[config.mk]
export PLATFORM = sky130hd
export DESIGN_NAME = arp_requester
export DESIGN_NICKNAME = d
export VERILOG_FILES = /design/src/rtl/arp_requester.sv
export SDC_FILE = /design/constraint.sdc
export NUM_CORES = 2
export LEC_CHECK = 0
export CAP_MARGIN = 20
export CORE_ASPECT_RATIO = 1.2
export CORE_MARGIN = 5
export CORE_UTILIZATION = 47
export DETAILED_ROUTE_END_ITERATION = 6
export PLACE_DENSITY = 0.67
export SKIP_LAST_GASP = 1
export SLEW_MARGIN = 10
export SYNTH_ARGS = -nofsm -noshare
export SYNTH_HDL_FRONTEND = slang
export SYNTH_SLANG_ARGS = --single-unit
[constraint.sdc]
create_clock -name clk -period 23.6 [get_ports clk]
set_clock_uncertainty 0.1 [all_clocks]
set_input_delay 4.72 -clock clk [delete_from_list [all_inputs] [get_ports clk]]
set_output_delay 4.72 -clock clk [all_outputs]
set_load 0.005 [all_outputs]
[src/rtl/arp_requester.sv]
// -----------------------------------------------------------------------------
// arp_requester
// ARP initiator. On a query it broadcasts an ARP request for query_ip on the
// shared Ethernet tx stream, watches the shared rx stream for the matching
// reply and returns the resolved MAC. Each attempt waits TIMEOUT cycles, with
// up to RETRIES resends. A single {ip, mac} entry caches the last resolution.
//
// Ports
//   clk, reset        clock, asynchronous active-high reset
//   mac, ip           own hardware / protocol address (sha / spa of requests)
//   query, query_ip   1-cycle resolve request and the IP to resolve
//   flush             invalidate the cache entry (only acted on when idle)
//   busy              a request is in flight
//   done, fail        1-cycle result pulses; resolved_mac valid with done
//   resolved_mac      last resolved MAC, held until the next accepted query
//   rx_*              incoming frame stream (header strobe, payload, end)
//   tx_go             Ethernet transmitter grant
//   tx_*              outgoing payload stream plus frame addressing/ethertype
// -----------------------------------------------------------------------------
module arp_requester #(
  parameter int HEADLEN = 28,
  parameter int TIMEOUT = 1250000,
  parameter int RETRIES = 3
) (
  input  logic        clk,
  input  logic        reset,
  input  logic [47:0] mac,
  input  logic [31:0] ip,
  input  logic        query,
  input  logic [31:0] query_ip,
  input  logic        flush,
  output logic        busy,
  output logic        done,
  output logic        fail,
  output logic [47:0] resolved_mac,
  input  logic        rx_newframehead,
  input  logic [15:0] rx_ethertype,
  input  logic        rx_dven,
  input  logic [7:0]  rx_data,
  input  logic        rx_err,
  input  logic        rx_frameend,
  input  logic        tx_go,
  output logic        tx_dven,
  output logic [7:0]  tx_data,
  output logic [47:0] tx_smac,
  output logic [47:0] tx_dmac,
  output logic [15:0] tx_ethertype
);

  localparam int PW = HEADLEN * 8;        // full ARP payload width
  localparam int RW = (HEADLEN - 6) * 8;  // oper..tpa, the fields a reply is judged on
  localparam int TW = $clog2(TIMEOUT);
  localparam int AW = $clog2(RETRIES + 2);
  localparam logic [TW-1:0] TO_LOAD   = TW'(TIMEOUT - 1);
  localparam logic [AW-1:0] RETRY_MAX = AW'(RETRIES);
  localparam logic [5:0]    HL        = 6'(HEADLEN);
  localparam logic [15:0]   ETH_ARP   = 16'h0806;

  typedef enum logic [1:0] {S_IDLE, S_WAITGO, S_SEND, S_WAITREPLY} state_t;

  state_t         r_state, w_state_nxt;
  logic [31:0]    r_target;
  logic           r_cache_valid;
  logic [31:0]    r_cache_ip;
  logic [47:0]    r_cache_mac;
  logic [AW-1:0]  r_attempt;
  logic [TW-1:0]  r_timer;
  logic [5:0]     r_byte;
  logic [PW-1:0]  r_tx_shift;
  logic           r_tx_dven;
  logic [7:0]     r_tx_data;
  logic           r_done;
  logic           r_fail;
  logic [47:0]    r_resolved_mac;
  logic           r_rx_arm;
  logic [5:0]     r_rx_cnt;
  logic           r_rx_bad;
  logic [RW-1:0]  r_rx_shift;

  logic           w_hit;
  logic           w_rx_ok;
  logic           w_timeout;
  logic           w_can_retry;
  logic [PW-1:0]  w_req_vec;
  logic [15:0]    w_rx_oper;
  logic [47:0]    w_rx_sha;
  logic [31:0]    w_rx_spa;
  logic [47:0]    w_rx_tha;
  logic [31:0]    w_rx_tpa;

  // Request payload, most significant byte transmitted first.
  assign w_req_vec = PW'({16'h0001, 16'h0800, 8'h06, 8'h04, 16'h0001,
                          mac, ip, 48'h0, r_target});

  // The rx shift register only keeps the last RW bits, so after a full
  // 28-byte capture the fixed header bytes have already fallen off the top.
  assign w_rx_oper = r_rx_shift[RW-1   -: 16];
  assign w_rx_sha  = r_rx_shift[RW-17  -: 48];
  assign w_rx_spa  = r_rx_shift[RW-65  -: 32];
  assign w_rx_tha  = r_rx_shift[RW-97  -: 48];
  assign w_rx_tpa  = r_rx_shift[31:0];

  // Flush wins over a same-cycle query, so it forces a miss.
  assign w_hit       = r_cache_valid && !flush && (r_cache_ip == query_ip);
  assign w_timeout   = (r_timer == '0);
  assign w_can_retry = (r_attempt < RETRY_MAX);
  assign w_rx_ok     = r_rx_arm && rx_frameend && (r_rx_cnt == HL) && !r_rx_bad &&
                       (w_rx_oper == 16'h0002) && (w_rx_spa == r_target) &&
                       (w_rx_tpa == ip) && (w_rx_tha == mac);

  // ---------------------------------------------------------------------------
  // FSM state register
  // ---------------------------------------------------------------------------
  // NOTE: every clocked block uses non-blocking assignments so all registers
  // update together from the same pre-edge values; blocking here would make
  // results depend on statement order.
  always_ff @(posedge clk or posedge reset) begin
    if (reset) r_state <= S_IDLE;
    else       r_state <= w_state_nxt;
  end

  // ---------------------------------------------------------------------------
  // FSM next state
  // ---------------------------------------------------------------------------
  // NOTE: the default assignment up front means every path assigns
  // w_state_nxt, so no latch is inferred when a branch leaves it alone.
  always_comb begin
    w_state_nxt = r_state;
    unique case (r_state)
      S_IDLE:      if (query && !w_hit) w_state_nxt = S_WAITGO;
      S_WAITGO:    if (tx_go) w_state_nxt = S_SEND;
      S_SEND:      if (r_byte == HL) w_state_nxt = S_WAITREPLY;
      S_WAITREPLY: begin
        // A reply that lands on the expiry cycle still resolves the query.
        if (w_rx_ok)        w_state_nxt = S_IDLE;
        else if (w_timeout) w_state_nxt = w_can_retry ? S_WAITGO : S_IDLE;
      end
      default:     w_state_nxt = S_IDLE;
    endcase
  end

  // ---------------------------------------------------------------------------
  // Request datapath: target, cache, attempt/timeout counters, tx stream
  // ---------------------------------------------------------------------------
  always_ff @(posedge clk or posedge reset) begin
    if (reset) begin
      r_target       <= '0;
      r_cache_valid  <= 1'b0;
      r_cache_ip     <= '0;
      r_cache_mac    <= '0;
      r_attempt      <= '0;
      r_timer        <= '0;
      r_byte         <= '0;
      r_tx_shift     <= '0;
      r_tx_dven      <= 1'b0;
      r_tx_data      <= '0;
      r_done         <= 1'b0;
      r_fail         <= 1'b0;
      r_resolved_mac <= '0;
    end else begin
      r_done    <= 1'b0;
      r_fail    <= 1'b0;
      r_tx_dven <= 1'b0;
      r_tx_data <= '0;
      unique case (r_state)
        S_IDLE: begin
          if (flush) r_cache_valid <= 1'b0;
          if (query) begin
            r_target <= query_ip;
            if (w_hit) begin
              r_done         <= 1'b1;
              r_resolved_mac <= r_cache_mac;
            end else begin
              r_attempt <= '0;
            end
          end
        end
        S_WAITGO: begin
          if (tx_go) begin
            r_tx_shift <= w_req_vec;
            r_byte     <= '0;
          end
        end
        S_SEND: begin
          // r_byte==0 is a one-cycle lead-in; bytes go out on counts 1..HEADLEN.
          r_byte <= r_byte + 6'd1;
          if (r_byte != '0) begin
            r_tx_dven  <= 1'b1;
            r_tx_data  <= r_tx_shift[PW-1 -: 8];
            r_tx_shift <= r_tx_shift << 8;
          end
          if (r_byte == HL) r_timer <= TO_LOAD;
        end
        S_WAITREPLY: begin
          if (w_rx_ok) begin
            r_done         <= 1'b1;
            r_resolved_mac <= w_rx_sha;
            r_cache_valid  <= 1'b1;
            r_cache_ip     <= r_target;
            r_cache_mac    <= w_rx_sha;
          end else if (w_timeout) begin
            if (w_can_retry) r_attempt <= r_attempt + AW'(1);
            else             r_fail    <= 1'b1;
          end else begin
            r_timer <= r_timer - TW'(1);
          end
        end
        default: ;
      endcase
    end
  end

  // ---------------------------------------------------------------------------
  // Rx parser: always listening, judged at rx_frameend
  // ---------------------------------------------------------------------------
  always_ff @(posedge clk or posedge reset) begin
    if (reset) begin
      r_rx_arm   <= 1'b0;
      r_rx_cnt   <= '0;
      r_rx_bad   <= 1'b0;
      r_rx_shift <= '0;
    end else if (rx_newframehead) begin
      // A new header always restarts capture, discarding any partial frame.
      r_rx_arm <= (rx_ethertype == ETH_ARP);
      r_rx_cnt <= '0;
      r_rx_bad <= 1'b0;
    end else if (rx_frameend) begin
      r_rx_arm <= 1'b0;
    end else if (r_rx_arm) begin
      if (rx_dven && (r_rx_cnt < HL)) begin
        r_rx_shift <= {r_rx_shift[RW-9:0], rx_data};
        r_rx_cnt   <= r_rx_cnt + 6'd1;
      end
      if (rx_err) r_rx_bad <= 1'b1;
    end
  end

  // ---------------------------------------------------------------------------
  // Outputs
  // ---------------------------------------------------------------------------
  assign busy         = (r_state != S_IDLE);
  assign done         = r_done;
  assign fail         = r_fail;
  assign resolved_mac = r_resolved_mac;
  assign tx_dven      = r_tx_dven;
  assign tx_data      = r_tx_data;
  assign tx_smac      = r_tx_dven ? mac : 48'h0;
  assign tx_dmac      = r_tx_dven ? 48'hffff_ffff_ffff : 48'h0;
  assign tx_ethertype = r_tx_dven ? ETH_ARP : 16'h0;

endmodule
==> run_results.csv <==
group,metric,value,unit
sta,setup_tns,0,ns
global_route,antenna_found_initial,14,
route,drc,0,
worst_setup_path,cp_common_cell,"clkdlybuf4s50_1",
synth,synthCells,2135,
place,dp_cells,3026,
clocking,cts.repair.resized,0,
floorplanning,rows,96,
clocking,cts_hold_buffers,0,
pwr,vdd_drop_max,0.0796,mV
place,dpl_cell_area,30400,um^2
sta,slew_headroom,0.259,
sta,fmax,0.0925,GHz
worst_setup_path,arrival,6.00,ns
worst_setup_path,worstRegToRegCells,10,
clocking,clockRootBuffer,"clkbuf_16",
worst_setup_path,rrSetupSlack,18.76,ns
pwr,power_density,101,nW/um^2
outcome,status,"complete, no violations",
route,firstDrtPassIters,7,
route,routed_via_density,5.57,
synth,yosysSeqAreaShare,0.564,
floorplanning,coreArea,57200,um^2
clocking,path_clk_slew,0.06,ns
synth,synth-seq-cells,612,
floorplanning,die_h,273,um
sta,finalHoldViolCount,0,
pwr,leakagePower,14.6,nW
clocking,clock-sinks,612,
worst_setup_path,endpoint,"tx_smac[28]",
sta,fin_crit_sh,0.458,
global_route,overflow,0,
finish,final_util,0.569,
synth,syn_area_per_cell,12.7,um^2
route,routed_wl,72.0,mm
pwr,power,3.29,mW
place,pre_cts_ws,12.79,ns
sta,finalCriticalPeriod,10.82,ns
sta,finalMaxSlewViolations,0,
worst_setup_path,path_max_fanout,3,
floorplanning,die_x,229,um
clocking,cts_setup_buffers,0,
route,drtIter0Drc,1269,
place,routabilityCongestion,0.892,
synth,syn_area,27100,um^2
clocking,insertion_delay,0.63,ns
sta,worst_pin_slew,1.11,ns
route,drt-wirelength-per-cell,22.9,um
sta,setup_viol,0,
floorplanning,ios,317,
place,io_buffer_count,303,
global_route,grt_max_degree,143,
route,num_vias,17500,
clocking,max-clock-path-buffers,3,
finish,postLayoutCellArea,32500,um^2
worst_setup_path,r2r-start,"r_state[0]$_DFFE_PP0P_",
global_route,grt_pass1_vias,18600,
sta,fin_hold_ws,0.385,ns
worst_setup_path,worstSetupPathType,"in -> out",
global_route,grtUsageTotal,0.226,
finish,final_cell_count_no_fill,3144,
floorplanning,start_util,0.475,
job,cap_viol_max_count,0,
hold_path,hp-class,"reg -> reg",
worst_setup_path,path_cells,"clkdlybuf4s50_1, and2_1, clkdlybuf4s50_1",
worst_setup_path,start_kind,"input pin",
route,ant_nets,0,
finish,area_delta_synth_final,19.8,%
clocking,tritoncts,"yes",
place,place_hpwl,51.6,mm
floorplanning,die_area,62700,um^2
worst_setup_path,cpMaxStageDelayCell,"clkdlybuf4s50_1",
synth,synth_cell_types,51,
worst_setup_path,crit_path_start,"mac[28]",
finish,drive_gt1_frac,0.213,
worst_setup_path,r2r-end,"r_tx_shift[94]$_DFFE_PP0P_",
sta,rsz0062_at_grt,"no",
sta,layout_setup_ws,12.78,ns
finish,fin_nets,2515,
clocking,numCtsBuffers,61,
clocking,htree_levels,2,
synth,ys.warnings.count,0,
worst_setup_path,slowest_delay,0.60,ns
global_route,grt_pass1_wl,112,mm
worst_setup_path,worst-endpoint-required,18.78,ns
worst_setup_path,crit_path_end_kind,"output port",
[per-layer routing]
layer  GRT usage  wire length [um]
met5           0                86
met4      0.0871              2640
met3      0.0541              4380
met2       0.384             35800
met1       0.281             29100
[area by class of cell]
type | instances | area (um^2)
flip-flops and latches | 612 | 15300
diodes | 7 | 17.5
well taps | 735 | 920
inverters | 16 | 67.6
repair buffers | 329 | 3260
clock buffers | 91 | 1780
clock inverters | 15 | 199
multi-input cells | 1339 | 10900
fillers | 4758 | 24700
[logic make-up after synthesis]
family / synth area share
DFF: 0.564
muxes: 0.203
and+or+nand+nor: 0.0776
AOI/OAI and AO/OA: 0.0644
buffers and inverters: 0.0361
xor gates and xnor gates: 0.0500
adders and majority gates: 0.00507
other: 0.000138
[synth_stat cells, drive strengths merged]
| cell type | n | area share |
|---|---|---|
| o21ai | 122 | 0.022 |
| mux2i | 115 | 0.042 |
| nand2b | 6 | 0.0014 |
| nor4 | 30 | 0.0069 |
| or4 | 10 | 0.0029 |
| conb | 1 | 0.00014 |
| a22o | 106 | 0.034 |
| o32ai | 1 | 0.00032 |
| ha | 11 | 0.0051 |
| a41oi | 1 | 0.00032 |
| or3b | 2 | 0.00065 |
| a31oi | 1 | 0.00023 |
| nor2 | 32 | 0.0044 |
| dfrtp | 612 | 0.56 |
| a2111oi | 1 | 0.00032 |
| buf | 77 | 0.020 |
| xnor2 | 142 | 0.046 |
| nand4 | 70 | 0.016 |
| a32oi | 1 | 0.00032 |
| a21boi | 1 | 0.00028 |
| nor2b | 6 | 0.0014 |
| nor3 | 6 | 0.0011 |
| a211oi | 2 | 0.00055 |
| and3 | 1 | 0.00023 |
| nor4b | 6 | 0.0025 |
| a21oi | 12 | 0.0022 |
| a32o | 1 | 0.00037 |
| o31ai | 8 | 0.0022 |
| o41ai | 1 | 0.00032 |
| nand2 | 146 | 0.020 |
| or3 | 5 | 0.0012 |
| or4b | 1 | 0.00037 |
| o21a | 1 | 0.00028 |
| and2 | 59 | 0.014 |
| or2 | 3 | 0.00069 |
| clkbuf | 103 | 0.014 |
| mux2 | 386 | 0.16 |
| and4b | 2 | 0.00074 |
| and4 | 1 | 0.00032 |
| inv | 16 | 0.0022 |
| nand3 | 13 | 0.0026 |
| xor2 | 13 | 0.0042 |
| nor4bb | 1 | 0.00037 |
[where the power goes]
part	internal, mW	switching, mW	total, mW	leakage, nW
registers	1.24	0.160	1.40	8.24
logic	0.383	0.544	0.928	5.38
clock network	0.561	0.407	0.969	0.966
[placed cells by master, fill, tap and decap left out, drive strengths merged, types with 2 or more instances in the layout]
cell / synthesis / routed
a211oi: 2 / 2
a21oi: 12 / 12
a22o: 106 / 106
and2: 59 / 59
and4b: 2 / 2
buf: 77 / 24
bufinv: 0 / 4
clkbuf: 103 / 93
clkdlybuf4s50: 0 / 303
clkinv: 0 / 8
clkinvlp: 0 / 2
conb: 1 / 13
dfrtp: 612 / 612
diode: 0 / 7
ha: 11 / 11
inv: 16 / 17
mux2: 386 / 386
mux2i: 115 / 115
nand2: 146 / 146
nand2b: 6 / 6
nand3: 13 / 13
nand4: 70 / 70
nor2: 32 / 32
nor2b: 6 / 6
nor3: 6 / 6
nor4: 30 / 30
nor4b: 6 / 6
o21ai: 122 / 122
o31ai: 8 / 8
or2: 3 / 3
or3: 5 / 5
or3b: 2 / 2
or4: 10 / 10
xnor2: 142 / 142
xor2: 13 / 13
[critical path, delay by kind of cell]
| family | cells | cell delay [ns] |
|---|---|---|
| buffers and inverters | 2 | 1.11 |
| and+or+nand+nor | 1 | 0.17 |
[sequential cells by signal, summed over array words and instances (netlist names), 2 cells and up]
signal / count
r_tx_shift: 224
r_rx_shift: 176
r_cache_mac: 48
resolved_mac: 48
r_cache_ip: 32
r_target: 32
r_timer: 21
tx_data: 8
r_byte: 6
r_rx_cnt: 6
r_attempt: 3
r_state: 2
[worst min path at each step]
| stage | start | to | slack (ns) | cells past startpoint |
|---|---|---|---|---|
| floorplan | r_timer[5]$_DFFE_PP0P_ | r_timer[5]$_DFFE_PP0P_ | 0.34 | 1 |
| global placement | r_timer[5]$_DFFE_PP0P_ | r_timer[5]$_DFFE_PP0P_ | 0.36 | 1 |
| detailed placement | r_tx_shift[138]$_DFFE_PP0P_ | r_tx_shift[138]$_DFFE_PP0P_ | 0.37 | 2 |
| CTS | r_tx_shift[138]$_DFFE_PP0P_ | r_tx_shift[138]$_DFFE_PP0P_ | 0.38 | 2 |
| global route | r_tx_shift[138]$_DFFE_PP0P_ | r_tx_shift[138]$_DFFE_PP0P_ | 0.41 | 2 |
| finish | r_tx_shift[85]$_DFFE_PP0P_ | r_tx_shift[85]$_DFFE_PP0P_ | 0.38 | 2 |
Power figures use the tool's default switching activity.
